$ cat src/rtl/mem_port_arbiter_pkg.sv
// Shared types for the dual-slot data-memory port arbiter.
// Imported by the arbiter top and its wait timer.
package mem_port_arbiter_pkg;

  localparam int MEM_ARB_TIMEOUT_DEFAULT = 255;
  localparam int MEM_ARB_DATA_W          = 32;

  typedef enum logic [1:0] {
    ST_IDLE = 2'd0,
    ST_ACC0 = 2'd1,
    ST_ACC1 = 2'd2,
    ST_DONE = 2'd3
  } mem_arb_state_t;

  typedef struct packed {
    logic                      valid;
    logic                      read;
    logic                      write;
    logic [1:0]                width;
    logic                      is_unsigned;
    logic [MEM_ARB_DATA_W-1:0] addr;
    logic [MEM_ARB_DATA_W-1:0] wdata;
    logic [31:0]               pc;
  } mem_req_t;

endpackage

$ cat src/rtl/mem_port_arbiter_timer.sv
// Wait-cycle counter for one memory access.
// o_expire flags the last cycle allowed before an abort.
module mem_wait_timer #(
  parameter int LIMIT = 255
) (
  input  logic clk,
  input  logic rst,
  input  logic i_clr,
  input  logic i_en,
  output logic o_expire
);

  localparam int CW = $clog2(LIMIT + 1);

  logic [CW-1:0] r_cnt;

  always_ff @(posedge clk) begin
    if (!rst || i_clr) begin
      r_cnt <= '0;
    end else if (i_en) begin
      r_cnt <= r_cnt + 1'b1;
    end
  end

  assign o_expire = (r_cnt == CW'(LIMIT - 1));

endmodule

$ cat src/rtl/mem_port_arbiter.sv
// Serialises two issue-slot loads/stores onto one data-memory port,
// stalling the pipeline until each access has completed.
module mem_port_arbiter
  import mem_port_arbiter_pkg::*;
#(
  parameter int DATA_W         = MEM_ARB_DATA_W,
  parameter int TIMEOUT_CYCLES = MEM_ARB_TIMEOUT_DEFAULT
) (
  input  logic              clk,
  input  logic              rst,
  input  logic              bundle_valid,
  input  logic              flush,
  input  logic              stall_ext,
  input  logic              req0_valid,
  input  logic              req0_read,
  input  logic              req0_write,
  input  logic [1:0]        req0_width,
  input  logic              req0_unsigned,
  input  logic [DATA_W-1:0] req0_addr,
  input  logic [DATA_W-1:0] req0_wdata,
  input  logic [31:0]       req0_pc,
  input  logic              req1_valid,
  input  logic              req1_read,
  input  logic              req1_write,
  input  logic [1:0]        req1_width,
  input  logic              req1_unsigned,
  input  logic [DATA_W-1:0] req1_addr,
  input  logic [DATA_W-1:0] req1_wdata,
  input  logic [31:0]       req1_pc,
  output logic              mem_req,
  output logic              mem_re,
  output logic              mem_we,
  output logic [1:0]        mem_width,
  output logic              mem_unsigned,
  output logic [DATA_W-1:0] mem_addr,
  output logic [DATA_W-1:0] mem_wdata,
  output logic [31:0]       mem_pc,
  output logic              mem_is_inst1,
  input  logic              mem_ready,
  input  logic [DATA_W-1:0] mem_rdata,
  output logic [DATA_W-1:0] rdata0,
  output logic [DATA_W-1:0] rdata1,
  output logic              done,
  output logic              stall_req,
  output logic              timeout_err
);

  mem_arb_state_t r_state, w_nxt;

  mem_req_t w_s0, w_s1, w_cur;

  logic              r_flushed;
  logic              r_timeout;
  logic [DATA_W-1:0] r_rdata0;
  logic [DATA_W-1:0] r_rdata1;

  logic              w_need0, w_need1, w_need_any;
  logic              w_in_acc, w_kill, w_expire;
  logic              w_commit, w_abort;
  logic              w_wr0, w_wr1;
  logic [DATA_W-1:0] w_load_val, w_new_val;
  logic              w_unused_valid;

  assign w_s0 = {req0_valid, req0_read, req0_write, req0_width,
                 req0_unsigned, req0_addr, req0_wdata, req0_pc};
  assign w_s1 = {req1_valid, req1_read, req1_write, req1_width,
                 req1_unsigned, req1_addr, req1_wdata, req1_pc};

  assign w_cur          = (r_state == ST_ACC1) ? w_s1 : w_s0;
  assign w_unused_valid = w_cur.valid;

  assign w_need0    = w_s0.valid & (w_s0.read | w_s0.write);
  assign w_need1    = w_s1.valid & (w_s1.read | w_s1.write);
  assign w_need_any = w_need0 | w_need1;

  assign w_in_acc = (r_state == ST_ACC0) | (r_state == ST_ACC1);

  // A flush seen at any point of an access kills the bundle at completion.
  assign w_kill   = flush | r_flushed;
  assign w_commit = w_in_acc & mem_ready & ~w_kill;
  assign w_abort  = w_in_acc & ~mem_ready & w_expire;

  assign w_load_val = w_cur.read ? mem_rdata : '0;
  assign w_new_val  = w_abort ? '0 : w_load_val;
  assign w_wr0 = (r_state == ST_ACC0) & (w_commit | w_abort);
  assign w_wr1 = (r_state == ST_ACC1) & (w_commit | w_abort);

  mem_wait_timer #(
    .LIMIT (TIMEOUT_CYCLES)
  ) u_timer (
    .clk      (clk),
    .rst      (rst),
    .i_clr    (~w_in_acc | mem_ready | w_expire),
    .i_en     (w_in_acc & ~mem_ready),
    .o_expire (w_expire)
  );

  always_comb begin
    w_nxt        = r_state;
    stall_req    = 1'b0;
    done         = 1'b0;
    mem_req      = 1'b0;
    mem_re       = 1'b0;
    mem_we       = 1'b0;
    mem_width    = 2'b00;
    mem_unsigned = 1'b0;
    mem_addr     = '0;
    mem_wdata    = '0;
    mem_pc       = '0;
    mem_is_inst1 = 1'b0;
    unique case (r_state)
      ST_IDLE: begin
        stall_req = bundle_valid & w_need_any & ~flush;
        done      = bundle_valid & ~w_need_any;
        if (bundle_valid && !flush) begin
          if (w_need0) begin
            w_nxt = ST_ACC0;
          end else if (w_need1) begin
            w_nxt = ST_ACC1;
          end
        end
      end
      ST_ACC0, ST_ACC1: begin
        stall_req    = 1'b1;
        mem_req      = 1'b1;
        mem_re       = w_cur.read;
        mem_we       = w_cur.write;
        mem_width    = w_cur.width;
        mem_unsigned = w_cur.is_unsigned;
        mem_addr     = w_cur.addr;
        mem_wdata    = w_cur.wdata;
        mem_pc       = w_cur.pc;
        mem_is_inst1 = (r_state == ST_ACC1);
        if (mem_ready) begin
          if (w_kill) begin
            w_nxt = ST_IDLE;
          end else if (r_state == ST_ACC0 && w_need1) begin
            w_nxt = ST_ACC1;
          end else begin
            w_nxt = ST_DONE;
          end
        end else if (w_expire) begin
          w_nxt = ST_DONE;
        end
      end
      ST_DONE: begin
        done = 1'b1;
        if (!stall_ext || flush) begin
          w_nxt = ST_IDLE;
        end
      end
      default: w_nxt = ST_IDLE;
    endcase
  end

  always_ff @(posedge clk) begin
    if (!rst) begin
      r_state   <= ST_IDLE;
      r_flushed <= 1'b0;
      r_timeout <= 1'b0;
      r_rdata0  <= '0;
      r_rdata1  <= '0;
    end else begin
      r_state   <= w_nxt;
      r_flushed <= w_in_acc & ~mem_ready & ~w_expire & (r_flushed | flush);
      if (w_abort) begin
        r_timeout <= 1'b1;
      end
      if (w_wr0) begin
        r_rdata0 <= w_new_val;
      end
      if (w_wr1) begin
        r_rdata1 <= w_new_val;
      end
    end
  end

  assign rdata0      = r_rdata0;
  assign rdata1      = r_rdata1;
  assign timeout_err = r_timeout;

endmodule

$ cat config.mk
export PLATFORM = sky130hd
export DESIGN_NAME = mem_port_arbiter
export DESIGN_NICKNAME = d
export VERILOG_FILES = /design/src/rtl/mem_port_arbiter_pkg.sv /design/src/rtl/mem_port_arbiter_timer.sv /design/src/rtl/mem_port_arbiter.sv
export SDC_FILE = /design/constraint.sdc
export NUM_CORES = 1
export LEC_CHECK = 0
export BUFFER_PORTS_ARGS = -buffer_cell sky130_fd_sc_hd__buf_2
export CORE_AREA = 4 4 158 160
export CTS_BUF_LIST = sky130_fd_sc_hd__clkbuf_8
export DETAILED_ROUTE_END_ITERATION = 10
export DIE_AREA = 0 0 162 164
export PLACE_DENSITY = 0.51
export REMOVE_ABC_BUFFERS = 1
export SYNTH_ARGS = -nofsm -noshare
export SYNTH_HDL_FRONTEND = slang
export SYNTH_SLANG_ARGS = --single-unit
export TNS_END_PERCENT = 20
$ cat constraint.sdc
create_clock -name clk -period 1.9 [get_ports clk]
set_input_delay 0.475 -clock clk [delete_from_list [all_inputs] [get_ports clk]]
set_output_delay 0.475 -clock clk [all_outputs]
set_load 0.01 [all_outputs]
==> impl_metrics.env, run 1 <==
export IMPL_clk_latency_ps=350
export IMPL_async_flop_share_pct=0
export IMPL_period_share_pct=118
export IMPL_yosys_area_top_type_share_pct=33.9
export IMPL_ioPinCount=412
export IMPL_cp_data_required_time_ps=1420
export IMPL_synth_edf_count=0
export IMPL_grt_max_degree=68
export IMPL_p_switching_mw=4.94
export IMPL_crit_type="reg2out"
export IMPL_layout_nets=1238
export IMPL_clkPwrFrac_pct=12.5
export IMPL_cts_root_buffer_cell="clkbuf_8"
export IMPL_combPwrFrac_pct=74.0
export IMPL_setup_viol=104
export IMPL_grt_pass1_wl_mm=33.3
export IMPL_worstSetupEndpointType="output port"
export IMPL_p_leak_nw=4.47
export IMPL_port_buffers=411
export IMPL_gp_congestion=0.804
export IMPL_hold_path_depth=3
export IMPL_hpwl_mm=19.1
export IMPL_die_h_um=164
export IMPL_firstDrtPassIters=6
export IMPL_cts_buffers=9
export IMPL_clock_sinks=76
export IMPL_clk_pin_slew_worst_paths_ps=90
export IMPL_grt_use_total_pct=16.4
export IMPL_wl_per_cell_um=18.1
export IMPL_fin_setup_tns_ps=-26070
export IMPL_start_util_pct=21.1
export IMPL_tightest_slew_ps=348
export IMPL_drtIter0Drc=166
export IMPL_layout_common_cells="buf_2, mux2i_1, nand2_1"
export IMPL_crit_fanout=11
export IMPL_ys_flop_type="dfxtp_1"
export IMPL_first_global_vias=5620
export IMPL_drt_total_wl_mm=23.8
export IMPL_die_area_mm2=0.0266
export IMPL_p_int_mw=7.66
export IMPL_yosysTopAreaCell="mux2i_1"
export IMPL_clk_path_buf_depth=2
export IMPL_antenna_left=0
export IMPL_status="finished with violations"
export IMPL_row_count=56
export IMPL_fin_worst_skew_ps=14.4
export IMPL_finalCriticalPeriod_ps=2240
export IMPL_syn_avg_cell_area_um2=8.92
export IMPL_total_power_mw=12.6
export IMPL_fillers=2478
export IMPL_cp_data_arrival_time_ps=1770
export IMPL_rr_worst_depth=9
export IMPL_hold_path_class="in2reg"
export IMPL_maxSlewViolCount=0
export IMPL_viasPerCell=4.22
export IMPL_htree_levels=3
export IMPL_drc=0
export IMPL_startpoint_type="flop"
export IMPL_yosys_register_bits=76
export IMPL_antenna_found_initial=9
export IMPL_slew_headroom_pct=76.1
export IMPL_yosysUniqueCellTypes=33
export IMPL_synth_seq_area_share_pct=30.9
export IMPL_final_hold_violation_count=0
export IMPL_syn_cell_area_mm2=0.00493
export IMPL_rsz0062_at_grt="true"
export IMPL_cts_hold_buffers=0
export IMPL_switching_share_pct=39.2
export IMPL_cts_tree="done"
export IMPL_syn2layout_area_growth_pct=75.2
export IMPL_drv_cap=0
export IMPL_die_x_um=162
export IMPL_core_area_mm2=0.0234
export IMPL_fin_ws_ps=-341
export IMPL_violations="negative setup slack"
export IMPL_synth_top_cells_by_area="mux2i_1, dfxtp_1, nor2b_1, nand2_1, buf_6"
export IMPL_vias=5552
export IMPL_ir_drop_uv=786
export IMPL_fmax_mhz=446
export IMPL_grt_ovfl_total=0
export IMPL_syn_inst=553
export IMPL_yosysWarnings=0
export IMPL_drive_gt1_share_pct=54.3
export IMPL_layout_commonest_cell="buf_2"
export IMPL_power_frac_seq_pct=13.5
export IMPL_cellPowerDensity_mw_per_mm2=1460
## sequential cells by signal, summed over array words and instances, names as in the netlist
| name | cells |
|---|---|
| rdata1 | 32 |
| rdata0 | 32 |
| timeout_err | 1 |
| u_timer.r_cnt | 8 |
| r_flushed | 1 |
| r_state | 2 |
## synth_stat cells (all sizes together), types with 2 or more instances
master / n
o21ai: 2
buf: 23
nand3: 2
mux2i: 167
or3: 2
nand4: 2
ha: 8
o211ai: 2
xor2: 4
inv: 6
nand2: 102
xnor2: 2
dfxtp: 76
clkbuf: 20
nor2b: 103
a21oi: 3
nor2: 14
## power groups by stage
| stage | combinational (mW) | sequential, mW | clock (mW) |
|---|---|---|---|
| floorplan | 3.04 | 1.72 | 0 |
| global placement | 7.13 | 1.72 | 0 |
| detailed placement | 7.11 | 1.72 | 0 |
| CTS | 8.63 | 1.70 | 1.63 |
| global route | 9.94 | 1.71 | 1.70 |
| finish | 9.32 | 1.70 | 1.58 |
## worst max-delay path: stages, from the launching register on
cell and delay, ps:
dfxtp_2 340, inv_4 80, ha_4 210, buf_12 180
mux2i_1 370, nor2b_1 80, buf_2 150
## final timing paths
path | startpoint | end | slack, ps
max | r_state[0] | mem_pc[24] | -340
min | mem_rdata[31] | rdata1[31] | 380
max reg2reg | r_state[0] | rdata1[7] | 90
min reg2reg | rdata1[5] | rdata1[5] | 460
## layout make-up
class / count / area [um2] / share of cell area [%]
Antenna cell: 5 / 12.5 / 0.145
Clock buffer: 11 / 151 / 1.75
Clock inverter: 5 / 108 / 1.25
Inverter: 6 / 27.5 / 0.319
Multi-Input combinational cell: 428 / 3460 / 40.0
Sequential cell: 76 / 1530 / 17.7
Tap cell: 319 / 399 / 4.62
Timing Repair Buffer: 467 / 2960 / 34.2
## what timing repair did
action / 4_1_cts / 5_1_grt
gates resized for setup: 53 / 50
buffers inserted: 9 / 3
cloned: 6 / 4
pin swaps: 2 / 2
setup endpoints to repair: 140 / 179
## logic make-up (layout without fill, tap and decap cells)
| family | count (synthesis) | in the layout | share of synthesized area (%) |
|---|---|---|---|
| flops | 76 | 76 | 30.9 |
| simple gates | 233 | 233 | 23.8 |
| fa+ha+maj | 8 | 8 | 2.03 |
| buf+inv | 49 | 489 | 5.46 |
| mux | 167 | 167 | 33.9 |
| other cells | 0 | 5 | 0 |
| compound gates | 14 | 14 | 2.87 |
| xor+xnor | 6 | 6 | 1.07 |
## per-stage QoR
stage / cell area (um2) / worst slack [ps] / util [%] / hold slack, ps / cells
after floorplan: 4680 / -3920 / - / 441 / 510
after global placement: 7610 / -124 / 32.5 / 441 / 1276
after detailed placement: 7610 / -161 / 32.5 / 449 / 1276
after CTS: 8320 / -385 / 35.5 / 368 / 1307
after global routing: 8630 / -416 / 36.9 / 375 / 1316
final: 8640 / -341 / 36.9 / 380 / 1317
## per-layer routing
metal | vias to the layer above | track usage (%) | part of all wire, %
met5 | - | 0 | 0.20
met4 | 6 | 4.92 | 1.9
met3 | 30 | 6.85 | 11
met2 | 251 | 27.3 | 49
met1 | 2543 | 19.3 | 39
li1 | 2722 | - | -
No activity file was read; power rests on OpenSTA's default activity.
==> inputs of run 2 (changes only) <==
--- a/config.mk
+++ b/config.mk
@@ -10,8 +10,11 @@
 export CTS_BUF_LIST = sky130_fd_sc_hd__clkbuf_8
 export DETAILED_ROUTE_END_ITERATION = 10
 export DIE_AREA = 0 0 162 164
+export MAX_ROUTING_LAYER = met4
 export PLACE_DENSITY = 0.51
 export REMOVE_ABC_BUFFERS = 1
+export SETUP_SLACK_MARGIN = 0.15
+export SKIP_LAST_GASP = 1
 export SYNTH_ARGS = -nofsm -noshare
 export SYNTH_HDL_FRONTEND = slang
 export SYNTH_SLANG_ARGS = --single-unit
==> impl_metrics.env, run 2 (synthesis results as in run 1) <==
export IMPL_status="finished with violations"
export IMPL_fmax_mhz=447
export IMPL_cellPowerDensity_mw_per_mm2=1430
export IMPL_gp_congestion=0.816
export IMPL_die_x_um=162
export IMPL_drc=0
export IMPL_grt_use_total_pct=16.9
export IMPL_final_hold_violation_count=0
export IMPL_first_global_vias=5653
export IMPL_wl_met2_mm=11.7
export IMPL_rsz0062_at_grt="true"
export IMPL_layout_commonest_cell="buf_2"
export IMPL_fin_ws_ps=-337
export IMPL_ioPinCount=412
export IMPL_final_cells=1318
export IMPL_pre_cts_slack_ps=-161
export IMPL_clock_sinks=76
export IMPL_die_area_mm2=0.0266
export IMPL_hold_start="mem_rdata[31]"
export IMPL_startpoint_type="flop"
export IMPL_dp_cells=1276
export IMPL_rr_worst_depth=7
export IMPL_crit_type="reg2out"
export IMPL_antenna_left=0
export IMPL_hpwl_mm=19.1
export IMPL_htree_levels=3
export IMPL_vias=5526
export IMPL_worstReg2RegEnd="u_timer.r_cnt[2]"
export IMPL_drt_total_wl_mm=23.7
export IMPL_hold_path_depth=3
export IMPL_period_share_pct=118
export IMPL_drtIter0Drc=204
export IMPL_hold_path_class="in2reg"
export IMPL_hold_end="rdata1[31]"
export IMPL_clk_pin_slew_worst_paths_ps=90
export IMPL_clk_path_buf_depth=2
export IMPL_register_area_mm2=0.00153
export IMPL_viasPerCell=4.19
export IMPL_violations="negative setup slack"
export IMPL_slowest_delay_ps=340
export IMPL_cts_root_buffer_cell="clkbuf_8"
export IMPL_maxSlewViolCount=0
export IMPL_wl_met1_mm=9.15
export IMPL_grt_pass1_wl_mm=33.3
export IMPL_total_power_mw=12.1
export IMPL_tightest_slew_ps=325
export IMPL_p_leak_nw=4.41
export IMPL_cts_tree="done"
export IMPL_multiInputGateArea_mm2=0.00334
export IMPL_fillers=2513
export IMPL_regToRegSetupSlack_ps=-140
export IMPL_antenna_found_initial=9
export IMPL_die_h_um=164
export IMPL_layout_common_cells="buf_2, mux2i_1, nand2_1"
export IMPL_grt_max_degree=68
export IMPL_firstDrtPassIters=4
export IMPL_syn2layout_area_growth_pct=71.0
export IMPL_setup_viol=127
export IMPL_clk_latency_ps=350
export IMPL_design_area_mm2=0.00843
export IMPL_critical_path_top_delay_family="buffers and inverters"
export IMPL_core_area_mm2=0.0234
export IMPL_final_util_pct=36.0
export IMPL_row_count=56
export IMPL_fin_worst_skew_ps=13.2
export IMPL_wl_per_cell_um=18.0
export IMPL_crit_fanout=10
export IMPL_grt_ovfl_total=0
export IMPL_place_area_mm2=0.00761
export IMPL_cp_data_required_time_ps=1420
export IMPL_cts_buffers=9
export IMPL_finalCriticalPeriod_ps=2240
export IMPL_layout_nets=1236
export IMPL_worstSetupEndpointType="output port"
export IMPL_critPathSlowestCell="dfxtp_2"
export IMPL_port_buffers=411
export IMPL_path_cells="inv_4, ha_4, buf_4, buf_16, mux2i_4, nor2b_4, buf_2"
export IMPL_top_layer="met4"
export IMPL_ir_drop_uv=724
export IMPL_slew_headroom_pct=77.7
export IMPL_wl_met3_mm=2.47
export IMPL_start_util_pct=21.1
export IMPL_crit_buf_inv=4
export IMPL_drive_gt1_share_pct=52.2
export IMPL_cp_data_arrival_time_ps=1760
export IMPL_timing_rr_start="r_state[1]"
export IMPL_drv_cap=0
-- run 2: where the power goes --
| part | total, mW | switching, mW | internal (mW) |
|---|---|---|---|
| sequential | 1.70 | 0.0483 | 1.66 |
| clock | 1.58 | 0.626 | 0.950 |
| combinational | 8.79 | 4.11 | 4.68 |
| total | 12.1 | 4.79 | 7.28 |
-- run 2: what timing repair did --
action,4_1_cts,5_1_grt
setup buffers,9,2
pin swaps,2,1
hold buffers,0,0
setup endpoints to repair,179,179
resized for setup,31,28
cloned,6,1
-- run 2: final cells by class --
type,count,share of cell area [%]
diodes,8,0.237
clock buffers,11,1.79
clock inverters,5,1.28
inverters,6,0.326
multi-input cells,428,39.6
flip-flops and latches,76,18.1
well taps,319,4.73
repair buffers,465,33.9
-- run 2: worst max-delay path by stage --
stage                     from     endpoint  slack (ps)  cells past startpoint
global placement    r_state[0]  mem_addr[8]        -120                      7
floorplan           r_state[0]    rdata1[0]       -3920                      6
CTS                 r_state[0]    mem_pc[4]        -390                      8
detailed placement  r_state[0]    mem_pc[1]        -160                      7
global route        r_state[0]    mem_pc[9]        -420                      7
finish              r_state[0]    mem_pc[9]        -340                      7
-- run 2: worst min-delay path, stage by stage --
cell and delay (ps):
buf_2 100, nand2_1 60, mux2i_1 60
-- run 2: metrics by stage --
step	setup TNS [ps]	hold WS, ps
after detailed placement	-4700	449
final	-27430	381
after global placement	-2460	441
after floorplan	-570160	441
after CTS	-33900	368
after global routing	-46960	375
-- run 2: metal layers --
layer,up-vias,global-route usage [%]
met5,-,-
met4,0,4.81
met3,18,6.62
met2,243,27.7
met1,2537,19.2
li1,2728,-
